**src/rtl/proj_pkg.sv**
```systemverilog
`default_nettype none
// ============================================================================
// Module   : proj_pkg
// Purpose  : Shared types and helpers for the vertex projection unit.
// Revision : 1.0
// ============================================================================
package proj_pkg;

    localparam int DEF_WIDTH = 32;
    localparam int DEF_FRAC  = 16;
    localparam int DEF_FW    = 8;

    typedef enum logic [2:0] {
        S_IDLE  = 3'd0,
        S_PREP  = 3'd1,
        S_DIV_X = 3'd2,
        S_DIV_Y = 3'd3,
        S_DONE  = 3'd4
    } proj_state_e;

    // Signed add clamped to a w-bit two's complement range (w <= 63).
    function automatic logic signed [63:0] sat_add(
        input logic signed [63:0] a,
        input logic signed [63:0] b,
        input int unsigned        w
    );
        logic signed [64:0] s;
        logic signed [64:0] hi;
        logic signed [64:0] lo;
        s  = {a[63], a} + {b[63], b};
        hi = (65'sd1 <<< (w - 1)) - 65'sd1;
        lo = ~hi;
        if (s > hi)      return hi[63:0];
        else if (s < lo) return lo[63:0];
        else             return s[63:0];
    endfunction

    function automatic logic signed [63:0] to_fxp(input int v, input int unsigned f);
        logic signed [63:0] t;
        t = 64'(v);
        return t <<< f;
    endfunction

endpackage
`default_nettype wire

```
**src/rtl/fxp_div_seq.sv**
```systemverilog
`default_nettype none
// ============================================================================
// Module   : fxp_div_seq
// Purpose  : Restoring unsigned divider, one quotient bit per cycle, NW cycles.
// Revision : 1.0
// ============================================================================
module fxp_div_seq #(
    parameter int NW = 56
) (
    input  logic          clk_in,
    input  logic          rst_in,
    input  logic          i_start,
    input  logic [NW-1:0] i_dividend,
    input  logic [NW-1:0] i_divisor,
    output logic          o_busy,
    output logic          o_done,
    output logic [NW-1:0] o_quotient
);
    localparam int CW = $clog2(NW);

    logic [NW-1:0] r_rem, r_quo, r_div;
    logic [CW-1:0] r_cnt;
    logic          r_busy;

    logic [NW-1:0] w_rem_in, w_quo_in, w_div_in, w_rem_nx, w_quo_nx;
    logic [NW:0]   w_trial;
    logic          w_ge;

    // The start edge already performs the first iteration, so the last
    // quotient bit lands exactly NW edges after start.
    always_comb begin
        w_rem_in = i_start ? '0 : r_rem;
        w_quo_in = i_start ? i_dividend : r_quo;
        w_div_in = i_start ? i_divisor : r_div;
        w_trial  = {w_rem_in, w_quo_in[NW-1]};
        w_ge     = (w_trial >= {1'b0, w_div_in});
        w_rem_nx = w_ge ? NW'(w_trial - {1'b0, w_div_in}) : w_trial[NW-1:0];
        w_quo_nx = {w_quo_in[NW-2:0], w_ge};
    end

    always_ff @(posedge clk_in) begin
        if (!rst_in) begin
            r_rem  <= '0;
            r_quo  <= '0;
            r_div  <= '0;
            r_cnt  <= '0;
            r_busy <= 1'b0;
        end else if (i_start) begin
            r_rem  <= w_rem_nx;
            r_quo  <= w_quo_nx;
            r_div  <= i_divisor;
            r_cnt  <= CW'(NW - 1);
            r_busy <= 1'b1;
        end else if (r_busy) begin
            if (r_cnt != '0) begin
                r_rem <= w_rem_nx;
                r_quo <= w_quo_nx;
                r_cnt <= r_cnt - 1'b1;
            end else begin
                r_busy <= 1'b0;
            end
        end
    end

    assign o_busy     = r_busy && (r_cnt != '0);
    assign o_done     = r_busy && (r_cnt == '0);
    assign o_quotient = r_quo;

endmodule
`default_nettype wire

```
**src/rtl/vtx_proj_fxp.sv**
```systemverilog
`default_nettype none
// ============================================================================
// Module   : vtx_proj_fxp
// Purpose  : Handshaked fixed-point perspective projection (x,y,z -> x_s,y_s).
//            Define PROJ_NEAR_CLIP_EN to enable near-plane rejection.
// Revision : 1.0
// ============================================================================
module vtx_proj_fxp
    import proj_pkg::*;
#(
    parameter int                       WIDTH = DEF_WIDTH,
    parameter int                       FRAC  = DEF_FRAC,
    parameter int                       FW    = DEF_FW,
    parameter logic [FW-1:0]            FOCAL = FW'(64),
    parameter int                       CX    = 320,
    parameter int                       CY    = 240,
    parameter logic signed [WIDTH-1:0]  NEAR  = 'h1000
) (
    input  logic                  clk_in,
    input  logic                  rst_in,
    input  logic [2:0][WIDTH-1:0] coor_in,
    input  logic                  valid_in,
    output logic                  ready_out,
    output logic [1:0][WIDTH-1:0] coor_out,
    output logic                  clip_out,
    output logic                  valid_out,
    input  logic                  ready_in
);
    localparam int NW = WIDTH + FRAC + FW;
    localparam logic signed [63:0] c_off_x = 64'(CX) <<< FRAC;
    localparam logic signed [63:0] c_off_y = 64'(CY) <<< FRAC;

    proj_state_e              r_state, w_next;
    logic [WIDTH-1:0]         r_x, r_y, r_z, r_az;
    logic [WIDTH-1:0]         w_ax, w_ay, w_az;
    logic [NW-1:0]            w_num_x, w_num_y, r_num_x, r_num_y;
    logic                     r_sx, r_sy;
    logic [1:0][WIDTH-1:0]    r_coor;
    logic                     r_valid;
    logic                     w_clip, w_start, w_step_done, w_in_x, w_neg, w_nz;
    logic                     w_div_busy, w_div_done;
    logic [NW-1:0]            w_dividend, w_divisor, w_quo;
    logic signed [63:0]       w_qmag, w_qs;
    logic [WIDTH-1:0]         w_res;

    always_comb begin
        w_ax    = r_x[WIDTH-1] ? (~r_x + 1'b1) : r_x;
        w_ay    = r_y[WIDTH-1] ? (~r_y + 1'b1) : r_y;
        w_az    = r_z[WIDTH-1] ? (~r_z + 1'b1) : r_z;
        w_num_x = (NW'(w_ax) * NW'(FOCAL)) << FRAC;
        w_num_y = (NW'(w_ay) * NW'(FOCAL)) << FRAC;
    end

`ifdef PROJ_NEAR_CLIP_EN
    logic r_clip;
    assign w_clip = ($signed(r_z) <= NEAR);
    always_ff @(posedge clk_in) begin
        if (!rst_in)                r_clip <= 1'b0;
        else if (r_state == S_PREP) r_clip <= w_clip;
    end
    assign clip_out = r_clip;
`else
    assign w_clip   = 1'b0;
    assign clip_out = 1'b0;
`endif

    always_ff @(posedge clk_in) begin
        if (!rst_in) r_state <= S_IDLE;
        else         r_state <= w_next;
    end

    always_comb begin
        w_next = r_state;
        case (r_state)
            S_IDLE:  if (valid_in)    w_next = S_PREP;
            S_PREP:  w_next = w_clip ? S_DONE : S_DIV_X;
            S_DIV_X: if (w_step_done) w_next = S_DIV_Y;
            S_DIV_Y: if (w_step_done) w_next = S_DONE;
            S_DONE:  if (ready_in)    w_next = S_IDLE;
            default: w_next = S_IDLE;
        endcase
    end

    // x starts straight from PREP's combinational numerator; y starts on
    // the same edge that captures the x quotient.
    always_comb begin
        ready_out   = (r_state == S_IDLE);
        w_step_done = w_div_done && !w_div_busy;
        w_start     = ((r_state == S_PREP) && !w_clip) ||
                      ((r_state == S_DIV_X) && w_step_done);
        w_dividend  = (r_state == S_PREP) ? w_num_x : r_num_y;
        w_divisor   = (r_state == S_PREP) ? NW'(w_az) : NW'(r_az);
    end

    fxp_div_seq #(.NW(NW)) u_div (
        .clk_in     (clk_in),
        .rst_in     (rst_in),
        .i_start    (w_start),
        .i_dividend (w_dividend),
        .i_divisor  (w_divisor),
        .o_busy     (w_div_busy),
        .o_done     (w_div_done),
        .o_quotient (w_quo)
    );

    // A zero numerator must yield the bare offset even when z is zero.
    always_comb begin
        w_in_x = (r_state == S_DIV_X);
        w_neg  = w_in_x ? r_sx : r_sy;
        w_nz   = w_in_x ? (r_num_x == '0) : (r_num_y == '0);
        w_qmag = w_nz ? 64'sd0 : 64'(w_quo);
        w_qs   = w_neg ? -w_qmag : w_qmag;
        w_res  = WIDTH'(sat_add(w_qs, w_in_x ? c_off_x : c_off_y, WIDTH));
    end

    always_ff @(posedge clk_in) begin
        if (!rst_in) begin
            r_x     <= '0;
            r_y     <= '0;
            r_z     <= '0;
            r_az    <= '0;
            r_num_x <= '0;
            r_num_y <= '0;
            r_sx    <= 1'b0;
            r_sy    <= 1'b0;
            r_coor  <= '0;
            r_valid <= 1'b0;
        end else begin
            case (r_state)
                S_IDLE: if (valid_in) begin
                    r_x <= coor_in[2];
                    r_y <= coor_in[1];
                    r_z <= coor_in[0];
                end
                S_PREP: begin
                    r_num_x <= w_num_x;
                    r_num_y <= w_num_y;
                    r_az    <= w_az;
                    r_sx    <= r_x[WIDTH-1] ^ r_z[WIDTH-1];
                    r_sy    <= r_y[WIDTH-1] ^ r_z[WIDTH-1];
                    if (w_clip) begin
                        r_coor  <= '0;
                        r_valid <= 1'b1;
                    end
                end
                S_DIV_X: if (w_step_done) r_coor[1] <= w_res;
                S_DIV_Y: if (w_step_done) begin
                    r_coor[0] <= w_res;
                    r_valid   <= 1'b1;
                end
                S_DONE:  if (ready_in) r_valid <= 1'b0;
                default: ;
            endcase
        end
    end

    assign coor_out  = r_coor;
    assign valid_out = r_valid;

endmodule
`default_nettype wire
```
**config.mk**
```make
export PLATFORM = sky130hd
export DESIGN_NAME = vtx_proj_fxp
export DESIGN_NICKNAME = d
export VERILOG_FILES = /design/src/rtl/proj_pkg.sv /design/src/rtl/fxp_div_seq.sv /design/src/rtl/vtx_proj_fxp.sv
export SDC_FILE = /design/constraint.sdc
export NUM_CORES = 1
export LEC_CHECK = 0
export BUFFER_PORTS_ARGS = -buffer_cell sky130_fd_sc_hd__buf_2
export CAP_MARGIN = 25
export CORE_MARGIN = 2
export CORE_UTILIZATION = 55
export DETAILED_ROUTE_END_ITERATION = 8
export PLACE_DENSITY = 0.73
export SYNTH_ARGS = -nofsm -noshare
export SYNTH_HDL_FRONTEND = slang
export SYNTH_SLANG_ARGS = --single-unit
```
**constraint.sdc**
```tcl
create_clock -name clk_in -period 19.9 [get_ports clk_in]
set_input_delay 0 -clock clk_in [delete_from_list [all_inputs] [get_ports clk_in]]
set_output_delay 0 -clock clk_in [all_outputs]
set_load 0.01 [all_outputs]
```
== Word-level counts from Yosys, hierarchy flattened ==
Index checks and enable logic that the tools add are counted.

* Div/mod/pow operators: 0
* Reductions and logical operators: 22
* Equality and inequality tests: 8
* Shifts and indexed selects: 0
* $mul: 0
* Bitwise logic cells: 6
* Muxes and demuxes: 36
* Order comparisons: 3
* Add/subtract/negate cells: 7

{| class="wikitable"
|+ Operators by type and width
! kind !! number
|-
| 56-bit 2-to-1 mux || 11
|-
| 32-bit 2-to-1 mux || 6
|-
| 56-bit zero test || 2
|-
| 32-bit by 1-bit adder with 32-bit output (second input constant) || 3
|-
| 32-bit inverter || 3
|-
| 64-bit by 26-bit adder with 65-bit output || 1
|-
| 65-bit by 32-bit greater-than comparator with 1-bit output (second input constant) || 1
|-
| 65-bit by 32-bit < comparator with 1-bit output (second input constant) || 1
|-
| 64-bit 2-to-1 mux || 1
|-
| 56-bit negation with 64-bit output || 1
|-
| 57-bit by 56-bit >= comparator with 1-bit output || 1
|-
| 56-bit subtractor || 1
|-
| 54-bit 2-to-1 mux || 1
|-
| 25-bit 2-to-1 mux || 1
|-
| 6-bit 2-to-1 mux || 3
|-
| 3-bit case mux with 5 select lines || 1
|-
| 3-bit 2-to-1 mux || 4
|-
| 2-bit AND reduction || 5
|-
| 2-bit inequality test (second input constant) || 4
|-
| 1-bit 2-to-1 mux || 7
|-
| 3-bit by 2-bit equality test with 1-bit output (second input constant) || 2
|-
| 6-bit zero test || 1
|-
| 2-bit nonzero test || 3
|-
| 6-bit nonzero test || 1
|-
| other kinds (13) || 17
|}

* Output and inout port bits: 67
* RAM bits: 0
* Word-level logic and storage cells: 100
* Input port bits: 100
* Memories: 0
* Register bits after elaboration: 437
* ROM bits: 0
* Latch bits: 0

== Longest topological paths before layout ==
Gate-level depths: netlist (run 1).

* Depth after elaboration: 12
* Depth in mapped cells: 33
* Gate-level depth less buffers: 25

== Modules after synthesis ==
A second synthesis (run 1) with hierarchy kept.

* Cells, all modules: 3531
* Area total of the unflattened synthesis: 26734.4 um^2

{| class="wikitable"
|+ By module, submodules not included
! module !! sequential area each (um^2) !! area an instance (um^2) !! times used !! cells each
|-
| vtx_proj_fxp || 5245.0 || 15700.1 || 1 || 2068
|-
| fxp_div_seq || 3503.4 || 11034.3 || 1 || 1463
|}

== Worst setup path after synthesis (run 1) ==
Ideal clock, no wire load.

* Kind: reg2reg
* Start: register r_state[1]
* End: register r_coor, in the netlist coor_out[36]
* Arrival time: 7.210 ns
* Period minus slack after synthesis: 7.303 ns
* Stages on the path, launching flop included: 32
* Path slack: 12.597 ns
* Data required time: 19.807 ns
* Buffers on the path: 10
* Library setup time: 0.093 ns
* Cells stage by stage: dfxtp_1 or3b_1 buf_2 o21ai_1 nand2_1 clkbuf_1 clkbuf_1 buf_1 clkbuf_1 nand2_1 ha_1 clkbuf_1 nor2_1 nor3_1 clkbuf_1 a21oi_1 ha_1 o21a_1 nor2_1 nor3_1 o2111ai_1 nor2_1 clkbuf_1 nand4_1 a2111oi_0 nand3b_1 a2111oi_2 a21o_1 buf_4 nand3_2 buf_4 o311ai_2

* Cells in the longest elaborated chain, start to end: 9
* Elaborated cells between the ends (all ways): 13
* Classes of those cells: add/sub: 2; order compare: 2; eq/ne: 1; mux: 7; reduce/logical: 1

{| class="wikitable"
|+ RTL lines
! what !! line !! RTL
|-
| start, declared || vtx_proj_fxp.sv:33 || <nowiki>proj_state_e r_state, w_next;</nowiki>
|-
| start signal, assigned || vtx_proj_fxp.sv:69 || <nowiki>else r_state <= w_next;</nowiki>
|-
| 3-bit by 2-bit equality test with 1-bit output (*) || vtx_proj_fxp.sv:108, vtx_proj_fxp.sv:129 ||
|-
| 1-bit 2-to-1 mux || vtx_proj_fxp.sv:110 || <nowiki>w_nz = w_in_x ? (r_num_x == '0) : (r_num_y == '0);</nowiki>
|-
| 56-bit 2-to-1 mux || vtx_proj_fxp.sv:111 || <nowiki>w_qmag = w_nz ? 64'sd0 : 64'(w_quo);</nowiki>
|-
| 56-bit negation with 64-bit output || vtx_proj_fxp.sv:112 || <nowiki>w_qs = w_neg ? -w_qmag : w_qmag;</nowiki>
|-
| 64-bit 2-to-1 mux || vtx_proj_fxp.sv:112 ||
|-
| 64-bit by 26-bit adder with 65-bit output || proj_pkg.sv:30 || <nowiki>s = {a[63], a} + {b[63], b};</nowiki>
|-
| 65-bit by 32-bit < comparator with 1-bit output || proj_pkg.sv:34 || <nowiki>else if (s < lo) return lo[63:0];</nowiki>
|-
| 32-bit 2-to-1 mux || proj_pkg.sv:34 ||
|-
| 32-bit 2-to-1 mux || proj_pkg.sv:33 || <nowiki>if (s > hi) return hi[63:0];</nowiki>
|-
| end, declared || vtx_proj_fxp.sv:38 || <nowiki>logic [1:0][WIDTH-1:0] r_coor;</nowiki>
|}

Every way passes the cells marked *; elsewhere a longest branch is shown, timed or not.
A chain may end at the register's enable or synchronous reset.

== Worst setup path after layout (run 1) ==
* Start: register r_state[1]
* End: register r_coor, in the netlist coor_out[35]

Same word-level chain as after synthesis.

==> flow_metrics.py, run 1 <==
metrics = {
    "status": {
        "outcome": "complete, no violations",
    },
    "sta": {
        "setup_slack_ns": 10.92,
        "setup_violations": 0,
        "slew_violations": 0,
        "finalCriticalPeriod_ns": 8.98,
        "final.setup.tns_ns": 0,
        "maxSlewHeadroom_pct": 31.4,
        "rsz0062_at_grt": "false",
        "period_share_pct": 45.1,
        "hold_viol_final": 0,
        "fmax_mhz": 111,
        "skew_ns": 0.0305,
        "tightest_slew_ns": 1.03,
    },
    "power_and_ir_drop": {
        "ir_drop_mv": 0.121,
        "p_per_area_nw_per_um2": 111,
        "leakage_nw": 11.4,
    },
    "die": {
        "start_util_pct": 55.6,
        "die_w_um": 218,
        "fp.dieArea_um2": 47400,
        "die_y_um": 218,
        "io_pins": 167,
        "rows": 78,
        "core_area_um2": 45200,
    },
    "global_route": {
        "grt_pass1_vias": 23000,
        "antenna_found_initial": 0,
        "grt_pass1_wl_um": 124000,
        "grt_max_degree": 152,
        "grt_usage_pct": 32.1,
        "gr-total-overflow": 0,
    },
    "route": {
        "via_count": 25200,
        "drt_iter0_drc": 2155,
        "wirelength_um": 78100,
        "via_per_inst": 6.22,
        "final_antenna_net_count": 0,
        "drc": 0,
        "dr.pass1.iters": 5,
        "drt-wirelength-per-cell_um": 19.3,
    },
    "cts": {
        "cts_root_buf": "clkbuf_16",
        "cts_tree": "yes",
        "cts_num_sinks": 437,
        "cts_setup_buffers": 0,
        "cts_buffers": 49,
        "clkTransAtPathRegs_ns": 0.06,
        "htree_levels": 2,
        "clk_latency_ns": 0.61,
        "cts_max_path_buffers": 3,
    },
    "setup_path": {
        "max_stage_delay_ns": 0.75,
        "crit_arrival_ns": 9.45,
        "crit_slowest_cell": "nor2_1",
        "critPathBufInv": 0,
        "cp_max_fo": 21,
        "cp-start-kind": "register",
        "path_cells": "or3b_1, o21ai_1, nand2_1, nand2_1, ha_1, nor3b_1, nand2_1, nor3_1, nor2_1, xnor2_1, a21oi_1, ha_1, o21a_1, nor2_1, nor3_1, o2111ai_1, nor2_1, nand4_1, a2111oi_0, nand3b_1, a2111oi_2, a21o_1, nand3_2, o311ai_0",
        "required_ns": 20.37,
        "path_delay_family": "simple AND/OR/NAND/NOR gates",
        "crit_path_end_kind": "register",
        "criticalPathCategory": "reg2reg",
    },
    "synth": {
        "synth_top_area_cell": "dfxtp_1",
        "syn_nets": 3484,
        "synth_ff_type": "dfxtp_1",
        "yosys_warnings": 0,
        "yosysUniqueCellTypes": 90,
        "yosys-top-cells-area": "dfxtp_1 (35%), nand2_1 (7.6%), a21oi_1 (6.4%)",
        "netlist_area_um2": 25100,
        "async_reset_ff_share_pct": 0,
        "synth_edf_count": 0,
        "synth_fa_ha_area_share_pct": 3.45,
        "ys_seq_area_share_pct": 34.8,
        "synth-simple-area-share_pct": 26.0,
        "synth.top_cell.area_share_pct": 34.8,
        "synth_top_family_by_area": "simple AND/OR/NAND/NOR gates",
        "synthXorXnorAreaFrac_pct": 6.41,
        "syn-instance-count": 3316,
        "synth_mux_area_share_pct": 0.732,
        "synth_compound_area_share_pct": 24.0,
        "yosys_register_bits": 437,
        "yosys-top-cells-count": "nand2_1 (511), dfxtp_1 (437), nor2_1 (329)",
        "yosysMostFrequentCell": "nand2_1",
        "syn_avg_cell_area_um2": 7.58,
    },
    "place": {
        "placed_cells": 3858,
        "place_area_um2": 26000,
        "gp_congestion": 0.944,
        "pre_cts_ws_ns": 11.16,
        "dpl.hpwl_um": 52700,
        "io_buffers": 165,
    },
    "finish": {
        "area.sequential_um2": 8750,
        "area_growth_syn_to_layout_pct": 14.0,
        "layout.nets": 3578,
        "fill_cells": 3892,
        "final_cells": 4047,
        "stdcell_area_um2": 28600,
        "multi_input_area_um2": 15300,
        "final_layout_size_suffix_gt1_share_pct": 10.0,
    },
    "flow_run": {
        "max-cap-violations": 0,
    },
    "hold_path": {
        "hold_class": "in2reg",
    },
}
[metrics by stage]
| stage | hold WS [ns] | power [mW] | utilization (%) |
|---|---|---|---|
| after global routing | 0.188 | 3.37 | 63.4 |
| after floorplan | 0.136 | 1.97 | - |
| after global placement | 0.239 | 2.23 | 57.6 |
| after CTS | 0.152 | 3.17 | 63.3 |
| after detailed placement | 0.245 | 2.25 | 57.6 |
| final | 0.176 | 3.19 | 63.4 |
[cell usage in the layout (no fill, tap or decap), types with 9 or more instances in the layout]
cell type / n
o31ai_1: 39
nor4_1: 48
a21oi_1: 318
or3_1: 29
o21a_1: 18
nand3_1: 86
buf_2: 165
xor2_1: 111
o311ai_2: 9
clkbuf_16: 49
a21o_1: 40
dfxtp_1: 437
dlygate4sd3_1: 99
nor2b_1: 20
or2_2: 17
nand2_1: 508
o41ai_1: 21
o211ai_1: 33
a31oi_1: 24
a31o_2: 10
xnor2_1: 73
buf_4: 27
o21ai_1: 9
nand4_1: 23
o21ai_0: 151
clkbuf_1: 15
nand2b_1: 23
and2_1: 21
ha_1: 66
a22oi_1: 42
nor2_1: 324
a211oi_1: 118
nor3_1: 91
mux2i_1: 14
and3_1: 104
inv_1: 39
or4_1: 26
[worst reg2reg max path: stages (launching register included)]
cell	delay, ns
dfxtp_1	0.41
or3b_1	0.66
o21ai_1	0.38
nand2_1	0.40
nand2_1	0.21
ha_1	0.55
nor3b_1	0.38
nand2_1	0.32
nor3_1	0.41
nor2_1	0.09
xnor2_1	0.15
a21oi_1	0.09
ha_1	0.37
o21a_1	0.14
nor2_1	0.04
nor3_1	0.57
o2111ai_1	0.36
nor2_1	0.75
nand4_1	0.16
a2111oi_0	0.52
nand3b_1	0.16
a2111oi_2	0.37
a21o_1	0.39
nand3_2	0.51
o311ai_0	0.45
[final timing paths]
path	slack, ns	startpoint	endpoint	cells after the start
setup / recovery	10.92	r_state[1]	coor_out[35]	24
hold reg to reg	0.45	coor_out[57]	coor_out[57]	2
setup reg to reg	10.92	r_state[1]	coor_out[35]	24
hold / removal	0.18	coor_in[59]	r_y[27]	4
[final cells by class]
type,count,area share [%]
timing repair buffer,294,7.22
clock inverter,15,0.699
antenna,1,0.00874
sequential,437,30.5
inverter,41,0.564
multi-input combinational,2587,53.5
tap,600,2.62
clock buffer,72,4.86
[per-layer routing]
layer	wire length [um]	GRT usage, %	vias to the layer above
met5	0	0	-
met4	2060	10.2	0
met3	5610	4.28	150
met2	35000	51.1	1024
met1	35400	45.0	11900
li1	-	-	12100
[kinds of logic (layout without fill, tap and decap cells)]
group                      Yosys count  count (layout)
and+or+nand+nor                   1383            1383
DFF                                437             437
buffers and inverters              292             422
muxes                               18              18
adders and majority gates           68              68
xor gates and xnor gates           184             184
AOI/OAI and AO/OA                  933             933
other                                1               2
[sequential cells by signal, indices dropped and copies added (netlist names), 6 cells and up]
name and count:
coor_out 64, r_az 32, r_num_x 32, r_num_y 32
r_x 32, r_y 32, r_z 32, u_div.o_quotient 56
u_div.r_cnt 6, u_div.r_div 56, u_div.r_rem 56
[repair_timing]
| action | in CTS | in global routing |
|---|---|---|
| gates resized for setup | 0 | 0 |
| hold buffers | 99 | 0 |
| endpoints found under the hold margin | 114 | 0 |
[report_power, final]
group	total [mW]	internal, mW	switching (mW)
Clock	0.902	0.526	0.377
Combinational	1.28	0.486	0.799
Sequential	1.00	0.943	0.0580
(Power assumes the default switching activity.)
==> inputs of run 2 (changes only) <==
==> constraint.sdc (replaced) <==
create_clock -name clk_in -period 8.9 [get_ports clk_in]
set_input_delay 0 -clock clk_in [delete_from_list [all_inputs] [get_ports clk_in]]
set_output_delay 0 -clock clk_in [all_outputs]
set_load 0.01 [all_outputs]
==> flow_metrics.py, run 2 (synthesized netlist as in run 1, its figures left out) <==
metrics = {
    "status": {
        "outcome": "complete, no violations",
    },
    "die": {
        "die_w_um": 218,
        "fp.dieArea_um2": 47400,
        "rows": 78,
        "io_pins": 167,
        "core_area_um2": 45200,
        "start_util_pct": 55.6,
        "die_y_um": 218,
    },
    "route": {
        "wirelength_um": 77200,
        "dr.pass1.iters": 5,
        "via_count": 25100,
        "final_antenna_net_count": 0,
        "drc": 0,
        "drt-wirelength-per-cell_um": 19.1,
        "via_per_inst": 6.20,
        "drt_iter0_drc": 2228,
    },
    "sta": {
        "final.setup.tns_ns": 0,
        "finalCriticalPeriod_ns": 8.31,
        "setup_slack_ns": 0.594,
        "whs_ns": 0.176,
        "fmax_mhz": 120,
        "slew_violations": 0,
        "tightest_slew_ns": 1.01,
        "skew_ns": 0.0346,
        "period_share_pct": 93.3,
        "maxSlewHeadroom_pct": 33.0,
        "rsz0062_at_grt": "false",
        "setup_violations": 0,
        "hold_viol_final": 0,
    },
    "finish": {
        "insertedDiodeCount": 0,
        "area.sequential_um2": 8750,
        "final_cell_mix": "nand2_1 (508), dfxtp_1 (437), nor2_1 (323)",
        "layout.nets": 3579,
        "fin_util_pct": 63.4,
        "multi_input_area_um2": 15300,
        "layout_commonest_cell": "nand2_1",
        "fill_cells": 3933,
        "final_layout_size_suffix_gt1_share_pct": 10.3,
        "area_growth_syn_to_layout_pct": 14.1,
        "largest_reg_flops": 64,
    },
    "power_and_ir_drop": {
        "swShare_pct": 38.7,
        "p_clk_share_pct": 28.4,
        "ir_drop_mv": 0.273,
        "p_comb_share_pct": 40.3,
        "p_per_area_nw_per_um2": 249,
        "pwr-share-seq_pct": 31.4,
        "p_int_mw": 4.37,
        "p_total_mw": 7.14,
        "netSwitchingPower_mw": 2.76,
        "leakage_nw": 11.4,
    },
    "global_route": {
        "grt_pass1_vias": 23200,
        "grt_max_degree": 113,
        "gr-total-overflow": 0,
        "grt_pass1_wl_um": 124000,
        "grt_usage_pct": 31.8,
        "antenna_found_initial": 0,
    },
    "place": {
        "gp_congestion": 0.938,
        "io_buffers": 165,
        "pre_cts_ws_ns": 0.462,
        "dpl.hpwl_um": 52500,
    },
    "cts": {
        "cts_buffers": 48,
        "cts_root_buf": "clkbuf_16",
        "cts_num_sinks": 437,
        "htree_levels": 2,
        "cts_setup_buffers": 0,
        "clk_latency_ns": 0.61,
        "cts_max_path_buffers": 3,
        "clkTransAtPathRegs_ns": 0.06,
        "cts_tree": "yes",
    },
    "setup_path": {
        "criticalPathCategory": "reg2reg",
        "required_ns": 9.38,
        "cp-start-kind": "register",
        "crit_arrival_ns": 8.78,
        "cp_max_fo": 28,
        "rrSetupSlack_ns": 0.59,
        "crit_path_end_kind": "register",
    },
    "flow_run": {
        "max-cap-violations": 0,
    },
    "hold_path": {
        "hold_class": "in2reg",
    },
}
## run 2: changes by cell type in the layout (fill, tap and decap cells not counted), sizes merged
| cell | delta |
|---|---|
| clkbuf | -12 |
| inv | +2 |
| diode | -1 |
| buf | +3 |
| bufinv | +2 |
| clkinv | +7 |
## run 2: power groups by stage
| stage | registers, mW | clock network [mW] | logic [mW] |
|---|---|---|---|
| finish | 2.24 | 2.02 | 2.87 |
| global route | 2.25 | 2.13 | 3.17 |
| CTS | 2.23 | 2.05 | 2.82 |
| detailed placement | 2.27 | 0 | 2.76 |
| global placement | 2.26 | 0 | 2.74 |
| floorplan | 2.22 | 0 | 2.18 |
## run 2: routing by layer
layer	wire [um]	vias to the layer above	track usage (%)
li1	-	12100	-
met1	35200	11900	44.9
met2	34200	997	50.3
met3	5600	150	4.07
met4	2190	0	10.2
met5	0	-	0
## run 2: critical path, stage by stage, from the launching register on
cell,delay [ns]
dfxtp_1,0.33
nor4_1,0.32
nand4_1,0.29
o21ai_1,0.47
nand2_1,0.36
nand2_1,0.19
ha_1,0.16
buf_4,0.22
nor3b_1,0.34
nand2_1,0.33
nor3_1,0.44
nor2_1,0.09
xnor2_1,0.18
a21oi_1,0.10
ha_1,0.38
o21a_1,0.14
nor2_1,0.05
nor3_2,0.34
o2111ai_1,0.38
or2_2,0.43
nor4_2,0.41
xnor2_1,0.21
and4b_1,0.22
o2111a_1,0.28
a21oi_1,0.42
nand2_1,0.67
a22oi_1,0.40
## run 2: path summary, 6_finish.rpt
| path | startpoint | endpoint | cells after the start |
|---|---|---|---|
| worst max-delay path | r_num_y[25] | coor_out[29] | 26 |
| worst min-delay path | coor_in[87] | r_x[23] | 4 |
| worst max register to register | r_num_y[25] | coor_out[29] | 26 |
| worst min register to register | coor_out[61] | coor_out[61] | 2 |
## run 2: area by class of cell
| class | instances | share of cell area (%) |
|---|---|---|
| multi-input combinational | 2587 | 53.5 |
| sequential | 437 | 30.5 |
| timing repair buffer | 296 | 7.20 |
| clock inverter | 26 | 1.11 |
| tap | 600 | 2.62 |
| inverter | 41 | 0.563 |
| clock buffer | 61 | 4.47 |
## run 2: timing repair
action | 4_1_cts | 5_1_grt
setup endpoints to repair | 0 | 56
endpoints found under the hold margin | 105 | 0
hold buffers | 99 | 0
resized for setup | 0 | 3
## run 2: stage by stage
step / std cells / instance area (um^2)
after floorplan: 3316 / 25100
after global placement: 3861 / 26000
after detailed placement: 3862 / 26100
after CTS: 4048 / 28600
after global routing: 4048 / 28700
final: 4048 / 28700
==> inputs of run 3 (changes only) <==
--- a/config.mk
+++ b/config.mk
@@ -13,4 +13,5 @@
 export PLACE_DENSITY = 0.73
 export SYNTH_ARGS = -nofsm -noshare
 export SYNTH_HDL_FRONTEND = slang
+export SYNTH_HIERARCHICAL = 1
 export SYNTH_SLANG_ARGS = --single-unit
==> flow_metrics.py, run 3 <==
metrics = {
    "status": {
        "outcome": "complete, no violations",
    },
    "global_route": {
        "grt_usage_pct": 32.0,
        "gr-total-overflow": 0,
        "grt_max_degree": 103,
        "grt_pass1_vias": 24600,
        "antenna_found_initial": 1,
        "grt_pass1_wl_um": 132000,
    },
    "sta": {
        "rsz0062_at_grt": "false",
        "setup_violations": 0,
        "tightest_slew_ns": 1.05,
        "slew_violations": 0,
        "skew_ns": 0.0278,
        "maxSlewHeadroom_pct": 29.6,
        "fmax_mhz": 130,
        "final.setup.tns_ns": 0,
        "whs_ns": 0.176,
        "finalCriticalPeriod_ns": 7.67,
        "period_share_pct": 86.2,
        "hold_viol_final": 0,
    },
    "setup_path": {
        "crit_slowest_cell": "nor4_1",
        "r2r_end": "coor_out[32]",
        "critPathBufInv": 2,
        "r2r_start": "r_state[2]",
        "crit_arrival_ns": 8.11,
        "required_ns": 9.34,
        "crit_path_end_kind": "register",
        "cp_max_fo": 26,
        "reg2reg_depth": 25,
        "rrSetupSlack_ns": 1.23,
        "cp-start-kind": "register",
        "max_stage_delay_ns": 0.78,
        "criticalPathCategory": "reg2reg",
        "path_delay_family": "simple AND/OR/NAND/NOR gates",
    },
    "synth": {
        "synth_edf_count": 0,
        "syn-instance-count": 3531,
        "ys_seq_area_share_pct": 32.7,
        "yosys-top-cells-area": "dfxtp_1 (33%), nand2_1 (7.5%), a21oi_1 (6.6%)",
        "synth_compound_area_share_pct": 24.8,
        "synth_fa_ha_area_share_pct": 3.10,
        "yosysUniqueCellTypes": 105,
        "yosysMostFrequentCell": "nand2_1",
        "synthXorXnorAreaFrac_pct": 6.95,
        "synth_ff_type": "dfxtp_1",
        "yosys_warnings": 6,
        "netlist_area_um2": 26700,
        "synth.top_cell.area_share_pct": 32.7,
        "syn_avg_cell_area_um2": 7.57,
        "yosys-top-cells-count": "nand2_1 (532), dfxtp_1 (437), a21oi_1 (351)",
        "synth_top_area_cell": "dfxtp_1",
        "yosys_register_bits": 437,
        "synth-simple-area-share_pct": 25.1,
        "synth_mux_area_share_pct": 2.71,
        "synth_top_family_by_area": "simple AND/OR/NAND/NOR gates",
        "async_reset_ff_share_pct": 0,
    },
    "power_and_ir_drop": {
        "p_per_area_nw_per_um2": 253,
        "leakage_nw": 12.2,
        "ir_drop_mv": 0.190,
    },
    "die": {
        "die_w_um": 224,
        "core_area_um2": 47800,
        "start_util_pct": 55.9,
        "io_pins": 167,
        "rows": 80,
        "die_y_um": 224,
        "fp.dieArea_um2": 50400,
    },
    "finish": {
        "fin_util_pct": 63.6,
        "largest_reg_flops": 64,
        "final_cell_mix": "nand2_1 (528), dfxtp_1 (437), a21oi_1 (351)",
        "final_cells": 4333,
        "final_layout_size_suffix_gt1_share_pct": 9.93,
        "layout.nets": 3846,
        "layout_commonest_cell": "nand2_1",
        "area_growth_syn_to_layout_pct": 13.9,
    },
    "route": {
        "drt_iter0_drc": 2994,
        "drc": 0,
        "via_count": 26700,
        "wirelength_um": 82900,
        "drt-wirelength-per-cell_um": 19.1,
        "via_per_inst": 6.17,
        "final_antenna_net_count": 0,
        "dr.pass1.iters": 8,
    },
    "flow_run": {
        "max-cap-violations": 0,
    },
    "cts": {
        "postCtsHoldBufs": 99,
        "cts_buffers": 46,
        "cts_root_buf": "clkbuf_16",
        "cts_tree": "yes",
        "cts_num_sinks": 437,
        "clk_latency_ns": 0.61,
        "htree_levels": 2,
        "cts_setup_buffers": 0,
        "cts_max_path_buffers": 3,
        "ctsResizeCount": 0,
        "clkTransAtPathRegs_ns": 0.06,
    },
    "hold_path": {
        "hold_class": "in2reg",
        "hold_end": "r_y[17]",
        "worstHoldStart": "coor_in[49]",
        "holdPathStages": 4,
    },
    "place": {
        "io_buffers": 165,
        "dpl.hpwl_um": 57500,
        "placed_cells": 4151,
        "gp_congestion": 0.929,
    },
}
## run 3: cell types whose count changed after synthesis, sizes merged, moves of 44 or more
cell and change:
a21boi +108, o21ai +74, and3 -69, a211oi -67, mux2i +53, nor2b +44
## run 3: cells by family (layout without fill, tap and decap cells)
logic type | Yosys count | count (layout)
xor gates and xnor gates | 212 | 212
muxes | 72 | 72
buffers and inverters | 301 | 439
AOI/OAI and AO/OA | 1049 | 1049
other | 1 | 50
adders and majority gates | 66 | 66
and+or+nand+nor | 1393 | 1393
DFF | 437 | 437
## run 3: per-layer routing
| metal | global-route usage [%] | up-vias | wire (um) |
|---|---|---|---|
| li1 | - | 12800 | - |
| met2 | 49.5 | 1163 | 36200 |
| met5 | 0 | - | 0 |
| met4 | 9.23 | 0 | 2190 |
| met3 | 4.86 | 161 | 6510 |
| met1 | 46.0 | 12600 | 38000 |
## run 3: stage by stage
step	power, mW	cell area, um^2	setup slack [ns]
after floorplan	4.79	26900	1.75
after global placement	5.53	27800	1.68
after detailed placement	5.57	27900	1.46
after CTS	7.62	30400	1.40
after global routing	8.14	30500	0.481
final	7.70	30500	1.23
## run 3: power by group
group | switching [mW] | internal, mW
Sequential | 0.158 | 2.12
Clock | 0.840 | 1.17
Combinational | 2.16 | 1.26
Total | 3.15 | 4.55
## run 3: how the worst max path moves through the flow
stage | start | end | slack [ns] | depth (start not counted)
2_1_floorplan | r_state[1] | coor_out[11] | 1.75 | 34
3_3_place_gp | r_state[1] | coor_out[22] | 1.68 | 24
3_5_place_dp | r_state[2] | coor_out[19] | 1.46 | 25
4_1_cts | r_state[2] | coor_out[4] | 1.40 | 25
5_1_grt | r_state[2] | coor_out[32] | 0.48 | 25
6_report | r_state[2] | coor_out[32] | 1.23 | 25
## run 3: final cells by class
| type | count | area, um^2 |
|---|---|---|
| Tap cell | 615 | 769 |
| Sequential cell | 437 | 8750 |
| Fill cell | 4205 | 17400 |
| Timing Repair Buffer | 302 | 2160 |
| Clock buffer | 63 | 1290 |
| Multi-Input combinational cell | 2841 | 17000 |
| Antenna cell | 1 | 2.50 |
| Inverter | 57 | 216 |
| Clock inverter | 17 | 270 |
## run 3: worst reg2reg max path, delay by kind of cell, from the launching register on
kind                     cells  cell delay, ns
AND/OR/NAND/NOR             14            5.17
AO/OA/AOI/OAI                7            1.12
flip-flops                   1            0.55
adder cells (fa/ha/maj)      2            0.38
buffers and inverters        2            0.28
